===== src/rtl/mesm6_timer_pkg.sv =====
// Shared definitions for the multi-channel MESM-6 timer: bus geometry,
// per-channel register offsets, STAT bit positions and the counting mode.
package mesm6_timer_pkg;

    localparam int BUS_AW = 15;
    localparam int BUS_DW = 48;

    // Register offsets inside one channel's 8-word window
    localparam logic [2:0] TIM_CNT  = 3'd0;
    localparam logic [2:0] TIM_STAT = 3'd1;
    localparam logic [2:0] TIM_MODE = 3'd2;
    localparam logic [2:0] TIM_RSVD = 3'd3;
    localparam logic [2:0] TIM_IEN  = 3'd4;
    localparam logic [2:0] TIM_EN   = 3'd5;
    localparam logic [2:0] TIM_PRD  = 3'd6;
    localparam logic [2:0] TIM_PRS  = 3'd7;

    // STAT register bit positions
    localparam int STAT_PEND_BIT = 0;
    localparam int STAT_EN_BIT   = 1;

    typedef enum logic {
        TIM_ONESHOT = 1'b0,
        TIM_RELOAD  = 1'b1
    } tim_mode_t;

endpackage


===== src/rtl/mesm6_timer_chan.sv =====
// One timer channel: register file, free-running prescaler, down-counter
// and sticky pending flag. Read data is combinational; the top registers it.
module mesm6_timer_chan
    import mesm6_timer_pkg::*;
#(
    parameter int CNT_W = 32,
    parameter int PRS_W = 3
) (
    input  logic              clk,
    input  logic              reset,
    input  logic              wr_en,
    input  logic [2:0]        reg_sel,
    input  logic [BUS_DW-1:0] wdata,
    output logic [BUS_DW-1:0] rd_data,
    output logic              irq
);

    localparam int PCNT_W = (1 << PRS_W) - 1;

    logic [CNT_W-1:0]  cnt_reg,  cnt_next;
    logic [CNT_W-1:0]  prd_reg,  prd_next;
    logic [PRS_W-1:0]  prs_reg,  prs_next;
    logic [PCNT_W-1:0] pcnt_reg, pcnt_next;
    tim_mode_t         mode_reg, mode_next;
    logic              en_reg,   en_next;
    logic              ien_reg,  ien_next;
    logic              pend_reg, pend_next;

    logic [PCNT_W-1:0] prs_mask;
    logic              tick;
    logic              expire;
    logic              wdata_unused;

    // Only the low field bits of a write are meaningful; the rest are dropped
    assign wdata_unused = ^wdata;

    // Mask of the low PRS bits of the prescaler counter
    generate
        for (genvar gi = 0; gi < PCNT_W; gi++) begin : g_mask
            assign prs_mask[gi] = (PRS_W'(gi) < prs_reg);
        end
    endgenerate

    assign tick   = ((pcnt_reg & prs_mask) == '0);
    assign expire = en_reg && tick && (cnt_reg == '0);
    assign irq    = pend_reg & ien_reg;

    // Next-state: counting first, then bus writes override (except PEND set)
    always_comb begin
        cnt_next  = cnt_reg;
        prd_next  = prd_reg;
        prs_next  = prs_reg;
        pcnt_next = pcnt_reg;
        mode_next = mode_reg;
        en_next   = en_reg;
        ien_next  = ien_reg;
        pend_next = pend_reg;

        if (en_reg) begin
            pcnt_next = pcnt_reg + PCNT_W'(1);
            if (tick) begin
                if (cnt_reg != '0) begin
                    cnt_next = cnt_reg - CNT_W'(1);
                end else if (mode_reg == TIM_RELOAD) begin
                    cnt_next = prd_reg;
                end else begin
                    en_next = 1'b0;
                end
            end
        end

        // Expiry beats a simultaneous software clear
        if (expire) begin
            pend_next = 1'b1;
        end else if (wr_en && reg_sel == TIM_STAT && wdata[STAT_PEND_BIT]) begin
            pend_next = 1'b0;
        end

        if (wr_en) begin
            case (reg_sel)
                TIM_MODE: mode_next = tim_mode_t'(wdata[0]);
                TIM_IEN:  ien_next  = wdata[0];
                TIM_EN: begin
                    en_next   = wdata[0];
                    cnt_next  = prd_reg;
                    pcnt_next = '0;
                end
                TIM_PRD:  prd_next  = wdata[CNT_W-1:0];
                TIM_PRS: begin
                    prs_next  = wdata[PRS_W-1:0];
                    pcnt_next = '0;
                end
                default: ;
            endcase
        end
    end

    // Channel state registers
    always_ff @(posedge clk) begin
        if (reset) begin
            cnt_reg  <= '0;
            prd_reg  <= '0;
            prs_reg  <= '0;
            pcnt_reg <= '0;
            mode_reg <= TIM_ONESHOT;
            en_reg   <= 1'b0;
            ien_reg  <= 1'b0;
            pend_reg <= 1'b0;
        end else begin
            cnt_reg  <= cnt_next;
            prd_reg  <= prd_next;
            prs_reg  <= prs_next;
            pcnt_reg <= pcnt_next;
            mode_reg <= mode_next;
            en_reg   <= en_next;
            ien_reg  <= ien_next;
            pend_reg <= pend_next;
        end
    end

    // Register read mux, zero-extended to the bus width
    always_comb begin
        rd_data = '0;
        case (reg_sel)
            TIM_CNT: rd_data = BUS_DW'(cnt_reg);
            TIM_STAT: begin
                rd_data[STAT_PEND_BIT] = pend_reg;
                rd_data[STAT_EN_BIT]   = en_reg;
            end
            TIM_MODE: rd_data[0] = mode_reg;
            TIM_IEN:  rd_data[0] = ien_reg;
            TIM_EN:   rd_data[0] = en_reg;
            TIM_PRD:  rd_data = BUS_DW'(prd_reg);
            TIM_PRS:  rd_data = BUS_DW'(prs_reg);
            default:  rd_data = '0;
        endcase
    end

endmodule


===== src/rtl/mesm6_timer_array.sv =====
// NCH-channel timer array on the 15-bit/48-bit peripheral bus: address
// decode, registered read data, access acknowledge and interrupt combine.
module mesm6_timer_array
    import mesm6_timer_pkg::*;
#(
    parameter int NCH   = 4,
    parameter int CNT_W = 32,
    parameter int PRS_W = 3
) (
    input  logic              clk,
    input  logic              reset,
    input  logic [BUS_AW-1:0] tim_addr,
    input  logic              tim_read,
    input  logic              tim_write,
    input  logic [BUS_DW-1:0] tim_wdata,
    output logic [BUS_DW-1:0] tim_rdata,
    output logic              tim_done,
    output logic              interrupt,
    output logic [NCH-1:0]    irq_vec
);

    logic [2:0]        addr_chan;
    logic [2:0]        addr_reg;
    logic              addr_unused;
    logic [BUS_DW-1:0] chan_rdata [NCH];
    logic [BUS_DW-1:0] rd_mux;

    assign addr_chan = tim_addr[5:3];
    assign addr_reg  = tim_addr[2:0];
    // Upper address bits select this block on the shared bus, decoded outside
    assign addr_unused = ^tim_addr[BUS_AW-1:6];

    generate
        for (genvar gi = 0; gi < NCH; gi++) begin : g_chan
            mesm6_timer_chan #(
                .CNT_W (CNT_W),
                .PRS_W (PRS_W)
            ) u_chan (
                .clk     (clk),
                .reset   (reset),
                .wr_en   (tim_write && (addr_chan == 3'(gi))),
                .reg_sel (addr_reg),
                .wdata   (tim_wdata),
                .rd_data (chan_rdata[gi]),
                .irq     (irq_vec[gi])
            );
        end
    endgenerate

    assign interrupt = |irq_vec;

    // Channel select for reads; unpopulated channels read as zero
    always_comb begin
        rd_mux = '0;
        for (int i = 0; i < NCH; i++) begin
            if (addr_chan == 3'(i)) begin
                rd_mux = chan_rdata[i];
            end
        end
    end

    // Bus response: one-cycle acknowledge, read data held between reads
    always_ff @(posedge clk) begin
        if (reset) begin
            tim_done  <= 1'b0;
            tim_rdata <= '0;
        end else begin
            tim_done <= tim_read | tim_write;
            if (tim_read) begin
                tim_rdata <= rd_mux;
            end
        end
    end

endmodule


===== config.mk =====
export PLATFORM = sky130hd
export DESIGN_NAME = mesm6_timer_array
export DESIGN_NICKNAME = d
export VERILOG_FILES = /design/src/rtl/mesm6_timer_pkg.sv /design/src/rtl/mesm6_timer_chan.sv /design/src/rtl/mesm6_timer_array.sv
export SDC_FILE = /design/constraint.sdc
export NUM_CORES = 1
export LEC_CHECK = 0
export BUFFER_PORTS_ARGS = -buffer_cell sky130_fd_sc_hd__buf_2
export CELL_PAD_IN_SITES_DETAIL_PLACEMENT = 0
export CELL_PAD_IN_SITES_GLOBAL_PLACEMENT = 2
export CORE_UTILIZATION = 35
export CTS_CLUSTER_SIZE = 16
export DETAILED_ROUTE_END_ITERATION = 10
export PLACE_DENSITY_LB_ADDON = 0.1
export SLEW_MARGIN = 20
export SYNTH_ARGS = -nofsm -noshare
export SYNTH_HDL_FRONTEND = slang
export SYNTH_SLANG_ARGS = --single-unit

===== constraint.sdc =====
create_clock -name clk -period 6.4 [get_ports clk]
set_clock_uncertainty 0.2 [all_clocks]
set_input_delay 0.64 -clock clk [delete_from_list [all_inputs] [get_ports clk]]
set_output_delay 0.64 -clock clk [all_outputs]
set_load 0.05 [all_outputs]

* Yosys cells after proc, flatten, opt, wreduce, memory -nomap -nowiden
Cells that the tools add are included.
** Operators by class
- Bitwise operators :: 9
- Add/sub/neg operators :: 8
- Reduce and logical (&&, ||, !) cells :: 56
- Equal/unequal tests :: 9
- $lt $le $gt $ge :: 28
- Mux-type cells :: 84
** Operators by type and width (number)
- $mux W32 :: 24
- $pmux W30 S3 :: 4
- $mux W48 :: 4
- $logic_not A32 Y1 :: 4
- $reduce_bool A32 Y1 :: 4
- $sub A32 B1 Y32 const B :: 4
- $mux W7 :: 12
- $lt A3 B3 Y1 const A :: 12
- $mux W1 :: 32
- $reduce_and A2 Y1 :: 16
- $add A7 B1 Y7 const B :: 4
- $and A7 B7 Y7 :: 4
- $logic_not A7 Y1 :: 4
- $pmux W1 S7 :: 4
- $lt A1 B3 Y1 const A :: 8
- $lt A2 B3 Y1 const A :: 8
- $logic_and A1 B1 Y1 :: 20
- $pmux W1 S4 :: 4
- $eq A3 B3 Y1 const B :: 4
- $eq A3 B2 Y1 const B :: 3
- $reduce_bool A2 Y1 :: 4
- $eq A3 B1 Y1 const B :: 2
- $logic_not A3 Y1 :: 2
- $and A1 B1 Y1 :: 4
- other kinds (3) :: 3
** Storage, ports and cells
- Bits of input ports :: 67
- Word-level logic and storage cells :: 228
- Bits in registers :: 361

* Depth between registers and ports, before layout
Gate-level depths: netlist (run 1).
- Word-level depth :: 7
- Mapped depth :: 10
- Mapped depth without buffers :: 8

* Modules after synthesis
Synthesis (run 1) repeated with hierarchy kept, for this count alone.
** Second synthesis, totals
- Cells, all modules :: 2823
- Area, all modules :: 22434.0 um2
** Modules (own cells, without submodules)
- mesm6_timer_chan (g_chan[0].u_chan ...) :: cells an instance 632, times used 2, seq. area each 1561.5 um2, area each 4845.9 um2
- mesm6_timer_chan (g_chan[3].u_chan) :: cells an instance 647, times used 1, seq. area each 1561.5 um2, area each 4936.0 um2
- mesm6_timer_chan (g_chan[2].u_chan) :: cells an instance 635, times used 1, seq. area each 1561.5 um2, area each 4859.7 um2
- mesm6_timer_array :: cells an instance 277, times used 1, seq. area each 980.9 um2, area each 2946.6 um2

* Worst setup path after synthesis (run 1)
Ideal clock, no wire load.
- Path type :: input-to-reg
- From :: in tim_addr[3]
- To :: reg g_chan[0].u_chan.cnt_reg[21]
- Setup slack :: 3651 ps
- Arrival :: 2446 ps
- Cell stages on the path :: 8
- Data required time :: 6097 ps
- Cells stage by stage :: clkbuf_1 -> or4b_1 -> clkbuf_1 -> nor2_1 -> nor2_1 -> buf_2 -> and3_1 -> a2111oi_2
** On the way
- Word-level cells in the longest chain between the ends :: 3
** Ends and longest elaborated chain
- start: declaration :: line mesm6_timer_array.sv:12 : input logic [BUS_AW-1:0] tim_addr,
- $logic_not A3 Y1 :: line mesm6_timer_array.sv:41 : .wr_en (tim_write && (addr_chan == 3'(gi))),
- $logic_and A1 B1 Y1 :: line mesm6_timer_array.sv:41
- $mux W32 :: line mesm6_timer_chan.sv:79 : if (wr_en) begin
- end signal: assignment :: line mesm6_timer_chan.sv:110 : cnt_reg <= cnt_next;
- end: declaration :: line mesm6_timer_chan.sv:20 : logic [CNT_W-1:0] cnt_reg, cnt_next;
Every way passes these cells.
A chain may end at the register's enable or synchronous reset.

* Worst setup path in the final report (run 1)
- From :: reg g_chan[2].u_chan.cnt_reg[0]
- To :: reg g_chan[2].u_chan.cnt_reg[28]
** On the way
- Word-level cells in the longest chain between the ends :: 6
- Elaborated cells on any way between the ends :: 7
- Classes of those cells :: 1 x add/sub; 5 x mux; 1 x reduce/logical
** Ends and longest elaborated chain
- start: declaration :: line mesm6_timer_chan.sv:20
- start signal: assignment :: line mesm6_timer_chan.sv:110
- $sub A32 B1 Y32 / $reduce_bool A32 Y1 (equally long branches) :: line mesm6_timer_chan.sv:63, mesm6_timer_chan.sv:62
- $mux W32 (*) :: line mesm6_timer_chan.sv:62 : if (cnt_reg != '0) begin
- $mux W32 (*) :: line mesm6_timer_chan.sv:61 : if (tick) begin
- $mux W32 (*) :: line mesm6_timer_chan.sv:59 : if (en_reg) begin
- $mux W32 :: line mesm6_timer_chan.sv:80 : case (reg_sel)
- $mux W32 (*) :: line mesm6_timer_chan.sv:79
Mark *: on every way between the ends. The rest lies on a longest branch, timed or not.

==> results.md, run 1 <==
- First-pass DRT Iterations: 5
- Hold WS: 174 ps
- Commonest cells after routing, fill and taps aside: 413 x nand2_1, 345 x dfxtp_1, 286 x a21oi_1, 248 x nor2_1, 155 x o21ai_0
- Core Region: 56500 um2
- Routed WL: 84.5 mm
- Fin Setup TNS: 0 ps
- CP max stage cell: nor3_1
- GPL Wtd Cong: 0.902
- Postcts setup bufs: 0
- Residual DRC count: 0
- Worst skew pair latency: 590 ps
- CTS max path bufs: 3
- Cts hold-fix bufs: 0
- Final ANT Viol Nets: 0
- Antenna diode count: 0
- Status: complete, no violations
- Vias in the first global route: 19400
- Async SR Flop Fraction: 0%
- Most common cell after layout, fill and taps aside: nand2_1
- Die Y-Extent: 241 um
- First-pass GRT wire length: 126 mm
- Maxcap violations: 0
- Post-synth EDFFs: 0
- Root buf cell: clkbuf_16
- Crit path launch: g_chan[2].u_chan.cnt_reg[0]$_SDFF_PP0_
- HPWL after DPL: 60.0 mm
- Startpoint Class: flop
- Std-Cell Rows: 87
- Final Slew Violations: 0
- Fmax: 265 MHz
- Starting Density: 35.5%
- Clock transition at the registers of the reported paths: 60 ps
- Synth-to-layout area growth: 11.8%
- Largest net degree at the start of global routing: 77
- Netlist Area Pre-Place: 20000 um2
- Ys flop type: dfxtp_1
- Synth area leader: dfxtp_1
- Setup Viol. Count Final: 0
- Crit path required time: 6680 ps
- Vias after detailed routing: 21100
- RSZ-0062 raised after global routing: no
- Clock sink total: 345
- Reg-to-Reg Start: g_chan[2].u_chan.cnt_reg[0]$_SDFF_PP0_
- Crit path time final: 3770 ps
- Initial DRC Count: 2087
- Share of the synthesized area in the top cell type: 34.5%
- Leakage: 8.17 nW
- Top cells by area, synth: dfxtp_1 34%, nand2_1 7.7%, a21oi_1 7.1%, a221oi_1 5.2%, nor2_1 4.8%
- Vias per cell: 6.17
- Final hold violation count: 0
- Cts repair resizes: 0
- Number of I/O pins: 121
- CTS buffer count: 44
- Cells after synthesis: 2694
- Critical path cell sequence: inv_1 > ha_1 > nor3b_1 > nand4b_1 > nor3_1 > a21o_1 > a21oi_1 > a2111oi_0
- Sequential fraction of the synthesis area: 34.5%
- Hold Path Origin: tim_wdata[28]
- Power per Cell Area: 248 nW/um2
- H-Tree Depth: 2
- Crit-path max FO: 8
- Yosys cell types: 88
- Yosys Warn Count: 0
- Worst-Margin Slew: 1180 ps
- CTS tree: yes
- CP arrival: 4050 ps
- # port buffers: 79
- Initial antenna violation count: 0
- Largest stage delay, worst path: 780 ps
- Share of cells above drive strength 1: 9.96%
- Register bit total from synthesis: 345
- Ratio of final minimum period to clock period: 59.0%
- Critical Path End Type: flop
- Critical path type: reg -> reg
- Maximum vdd drop: 0.168 mV
- Layout Nets: 2721
- Max_slew headroom: 21.2%
- Syn_area_per_cell: 7.43 um2
- Area of the die: 58200 um2
- HP Class: in -> reg
- Fillers: 5896
- Drt wl/cell: 24.7 um
- GRT Overall Usage: 28.8%
- Die X: 241 um
- Grt total ovfl: 0
## power breakdown
group / switching [mW] / internal (mW) / leakage, nW
Combinational: 0.492 / 0.178 / 4.62
Sequential: 0.0189 / 2.16 / 2.78
Clock: 1.05 / 1.66 / 0.763
Total: 1.56 / 4.00 / 8.17
## area by class of cell
class / instances / area, um2 / area share (%)
repair buffers: 136 / 833 / 3.72
flip-flops and latches: 345 / 6910 / 30.8
multi-input cells: 2075 / 12000 / 53.7
inverters: 38 / 143 / 0.637
well taps: 756 / 946 / 4.22
clock inverters: 19 / 284 / 1.27
clock buffers: 59 / 1260 / 5.62
## layer usage
metal | track usage (%) | share of wire [%]
met5 | 0 | 0
met4 | 6.98 | 2.1
met3 | 3.78 | 6.6
met2 | 44.3 | 44
met1 | 42.1 | 47
## cell usage after synthesis, drive strengths merged, types with 7 or more instances
cell type  count
nand2        414
dfxtp        345
a21oi        286
nor2         255
clkbuf       201
o21ai        167
a221oi       118
nor3         100
nand3         65
buf           50
nor4          50
a211oi        41
inv           38
and3          37
nand2b        35
mux2i         34
nand4         34
or3           31
or4           31
a31oi         30
xor2          20
a311oi        19
o22ai         18
o211ai        16
a211o         14
ha            14
o31ai         14
o41ai         14
xnor2         12
a22oi         11
o21a          11
a21o          10
a2111oi        9
nor4b          9
o211a          9
o2bb2ai        9
and2           8
nor2b          8
a32oi          7
and4           7
o32ai          7
## cell families after synthesis
family | synth area share, %
DFF | 34.5
other | 0.0187
muxes | 2.21
AOI/OAI and AO/OA | 28.0
and+or+nand+nor | 27.0
xor gates and xnor gates | 1.40
adders and majority gates | 0.875
buffers and inverters | 6.07
## worst paths after layout
check	to	slack (ps)	cells past startpoint
worst min-delay path	g_chan[0].u_chan.prd_reg[28]$_SDFFE_PP0P_	170	3
worst max register to register	g_chan[2].u_chan.cnt_reg[28]$_SDFF_PP0_	2630	8
worst max-delay path	g_chan[2].u_chan.cnt_reg[28]$_SDFF_PP0_	2630	8
worst min register to register	tim_rdata[1]$_SDFFE_PP0P_	270	2
## stage by stage
stage	setup WS, ps	instances	util, %	total power [mW]	cell area, um2
after floorplan	3650	2709	-	2.66	20100
after global placement	2580	3350	36.9	2.88	20800
after detailed placement	2590	3350	36.9	2.88	20800
after CTS	2750	3428	39.6	5.61	22400
after global routing	2280	3428	39.6	5.76	22400
final	2630	3428	39.6	5.56	22400
## critical path, delay by kind of cell (launching register included)
family,cells,cell delay (ps)
AOI/OAI and AO/OA,3,590
adders and majority gates,1,250
buffers and inverters,1,240
DFF,1,350
and+or+nand+nor,3,2040
Note: power is estimated with default switching activity, not from simulation.
==> run 2: changes to the inputs <==
clock period = 3.9 ns   (was 6.4 ns; I/O delays follow)
==> results.md, run 2 (synthesis results as in run 1) <==
- Starting Density: 35.5% (unchanged)
- Uppermost layer routed: met4
- Most common cell after layout, fill and taps aside: nand2_1
- CTS buffer count: 44 (unchanged)
- Postcts setup bufs: 0 (unchanged)
- Die X: 241 um (unchanged)
- Grt total ovfl: 0 (unchanged)
- Initial antenna violation count: 0 (unchanged)
- Synth-to-layout area growth: 16.1%
- Power per Cell Area: 401 nW/um2 (+61%)
- Initial DRC Count: 1972 (-5.5%)
- Worst skew pair latency: 590 ps (about the same)
- Number of I/O pins: 121 (unchanged)
- Setup Viol. Count Final: 0 (unchanged)
- Area of the die: 58200 um2 (unchanged)
- Maximum vdd drop: 0.307 mV (+83%)
- Fin Setup TNS: 0 ps (unchanged)
- Layout Nets: 2815 (+3.5%)
- Root buf cell: clkbuf_16
- CTS tree: yes
- Status: complete, no violations
- Antenna diode count: 0 (unchanged)
- GPL Wtd Cong: 0.913 (+1.1%)
- WL met3: 6.21 mm (+12%)
- Die Y-Extent: 241 um (unchanged)
- First-pass GRT wire length: 128 mm (+1.3%)
- Max_slew headroom: 29.3% (+8.0 points)
- Fmax: 305 MHz (+15%)
- Crit path time final: 3280 ps (-491 ps)
- Std-Cell Rows: 87 (unchanged)
- H-Tree Depth: 2 (unchanged)
- Hold WS: 105 ps (-68.6 ps)
- Core Region: 56500 um2 (unchanged)
- CTS max path bufs: 3 (unchanged)
- CP arrival: 3580 ps (-470 ps)
- # port buffers: 79 (unchanged)
- Residual DRC count: 0 (unchanged)
- Commonest cells after routing, fill and taps aside: 413 x nand2_1, 345 x dfxtp_1, 285 x a21oi_1, 248 x nor2_1, 155 x o21ai_0
- HP Class: in -> reg
- Final ANT Viol Nets: 0 (unchanged)
- Vias after detailed routing: 21500 (+1.6%)
- Placed cells: 3411 (+1.8%)
- Crit path required time: 4190 ps (-2490 ps)
- Worst-Margin Slew: 1050 ps (-122 ps)
- Clock transition at the registers of the reported paths: 70 ps (about the same)
- HPWL after DPL: 61.9 mm (+3.1%)
- Fin cells: 3522 (+2.7%)
- Met2 Wirelength: 36.8 mm (-1.3%)
- Clock sink total: 345 (unchanged)
- FF-to-FF path depth: 8 (unchanged)
- Leakage: 8.63 nW (+5.7%)
- Ratio of final minimum period to clock period: 84.2% (+25 points)
- Critical Path End Type: flop
- Final hold violation count: 0 (unchanged)
- Total power: 9.32 mW (+68%)
- Vias per cell: 6.10 (-1.1%)
- Drt wl/cell: 24.3 um (-1.4%)
- Crit-path max FO: 9 (+1)
- Share of cells above drive strength 1: 11.9% (+1.9 points)
- Largest net degree at the start of global routing: 137 (+78%)
- First-pass DRT Iterations: 6 (+1)
- Met1 WL: 40.4 mm (+1.3%)
- Routed WL: 85.6 mm (+1.3%)
- Maxcap violations: 0 (unchanged)
- GRT Overall Usage: 29.1% (+0.36 points)
- Hold Path Depth: 3 (unchanged)
- Final Slew Violations: 0 (unchanged)
- RSZ-0062 raised after global routing: no
- Vias in the first global route: 19600 (+0.96%)
- Startpoint Class: flop
- Critical path type: reg -> reg
run 2: cell count changes in the layout (fill, tap and decap cells not counted), moves of 2 or more:
| cell | change |
|---|---|
| dlygate4sd3_1 | +33 |
| buf_4 | +56 |
| nor2_4 | -2 |
| nor2_2 | +2 |
| bufinv_16 | +2 |
| clkbuf_1 | -2 |
| clkinv_2 | +3 |
| clkbuf_8 | -2 |
| buf_12 | +5 |
run 2: what timing repair did:
action	in CTS	in global routing
hold endpoints to repair	137	0
hold buffers	33	0
endpoints found under the setup margin	0	0
resized for setup	0	0
run 2: metrics by stage:
stage / area, um2 / utilization [%] / setup WS (ps)
finish: 23300 / 41.2 / 616
global route: 23300 / 41.2 / 329
floorplan: 20100 / - / 1190
global placement: 21400 / 37.8 / 721
detailed placement: 21400 / 37.8 / 700
CTS: 23300 / 41.2 / 678
run 2: critical path, cell delays in order (launching register included):
cell and delay [ps]:
dfxtp_1 400, inv_1 120, ha_1 240, or4b_1 650, nor4_1 530, nand3_1 360
nor4_1 310, o21ai_0 140, a311oi_1 260
run 2: power breakdown:
group	leakage (nW)	internal (mW)	total (mW)	switching [mW]
Sequential	2.78	3.55	3.58	0.0322
Combinational	5.07	0.364	1.19	0.822
Clock	0.777	2.81	4.56	1.74
run 2: path summary, 6_finish.rpt:
kind / start / to / slack [ps]
hold / removal: tim_addr[3] / tim_rdata[0]$_SDFFE_PP0P_ / 100
hold reg to reg: tim_rdata[30]$_SDFFE_PP0P_ / tim_rdata[30]$_SDFFE_PP0P_ / 270
setup / recovery: g_chan[0].u_chan.cnt_reg[0]$_SDFF_PP0_ / g_chan[0].u_chan.cnt_reg[24]$_SDFF_PP0_ / 620
setup reg to reg: g_chan[0].u_chan.cnt_reg[0]$_SDFF_PP0_ / g_chan[0].u_chan.cnt_reg[24]$_SDFF_PP0_ / 620
run 2: cell type report:
type	count	area, um2
Clock inverter	23	349
Inverter	38	143
Clock buffer	55	1220
Timing Repair Buffer	230	1680
Sequential cell	345	6910
Tap cell	756	946
Multi-Input combinational cell	2075	12000
Fill cell	5871	33200
run 2: metal layers:
metal,track usage [%],vias up
met5,0,-
met1,42.5,10600
met4,8.59,0
li1,-,10000
met2,43.8,771
met3,4.46,113
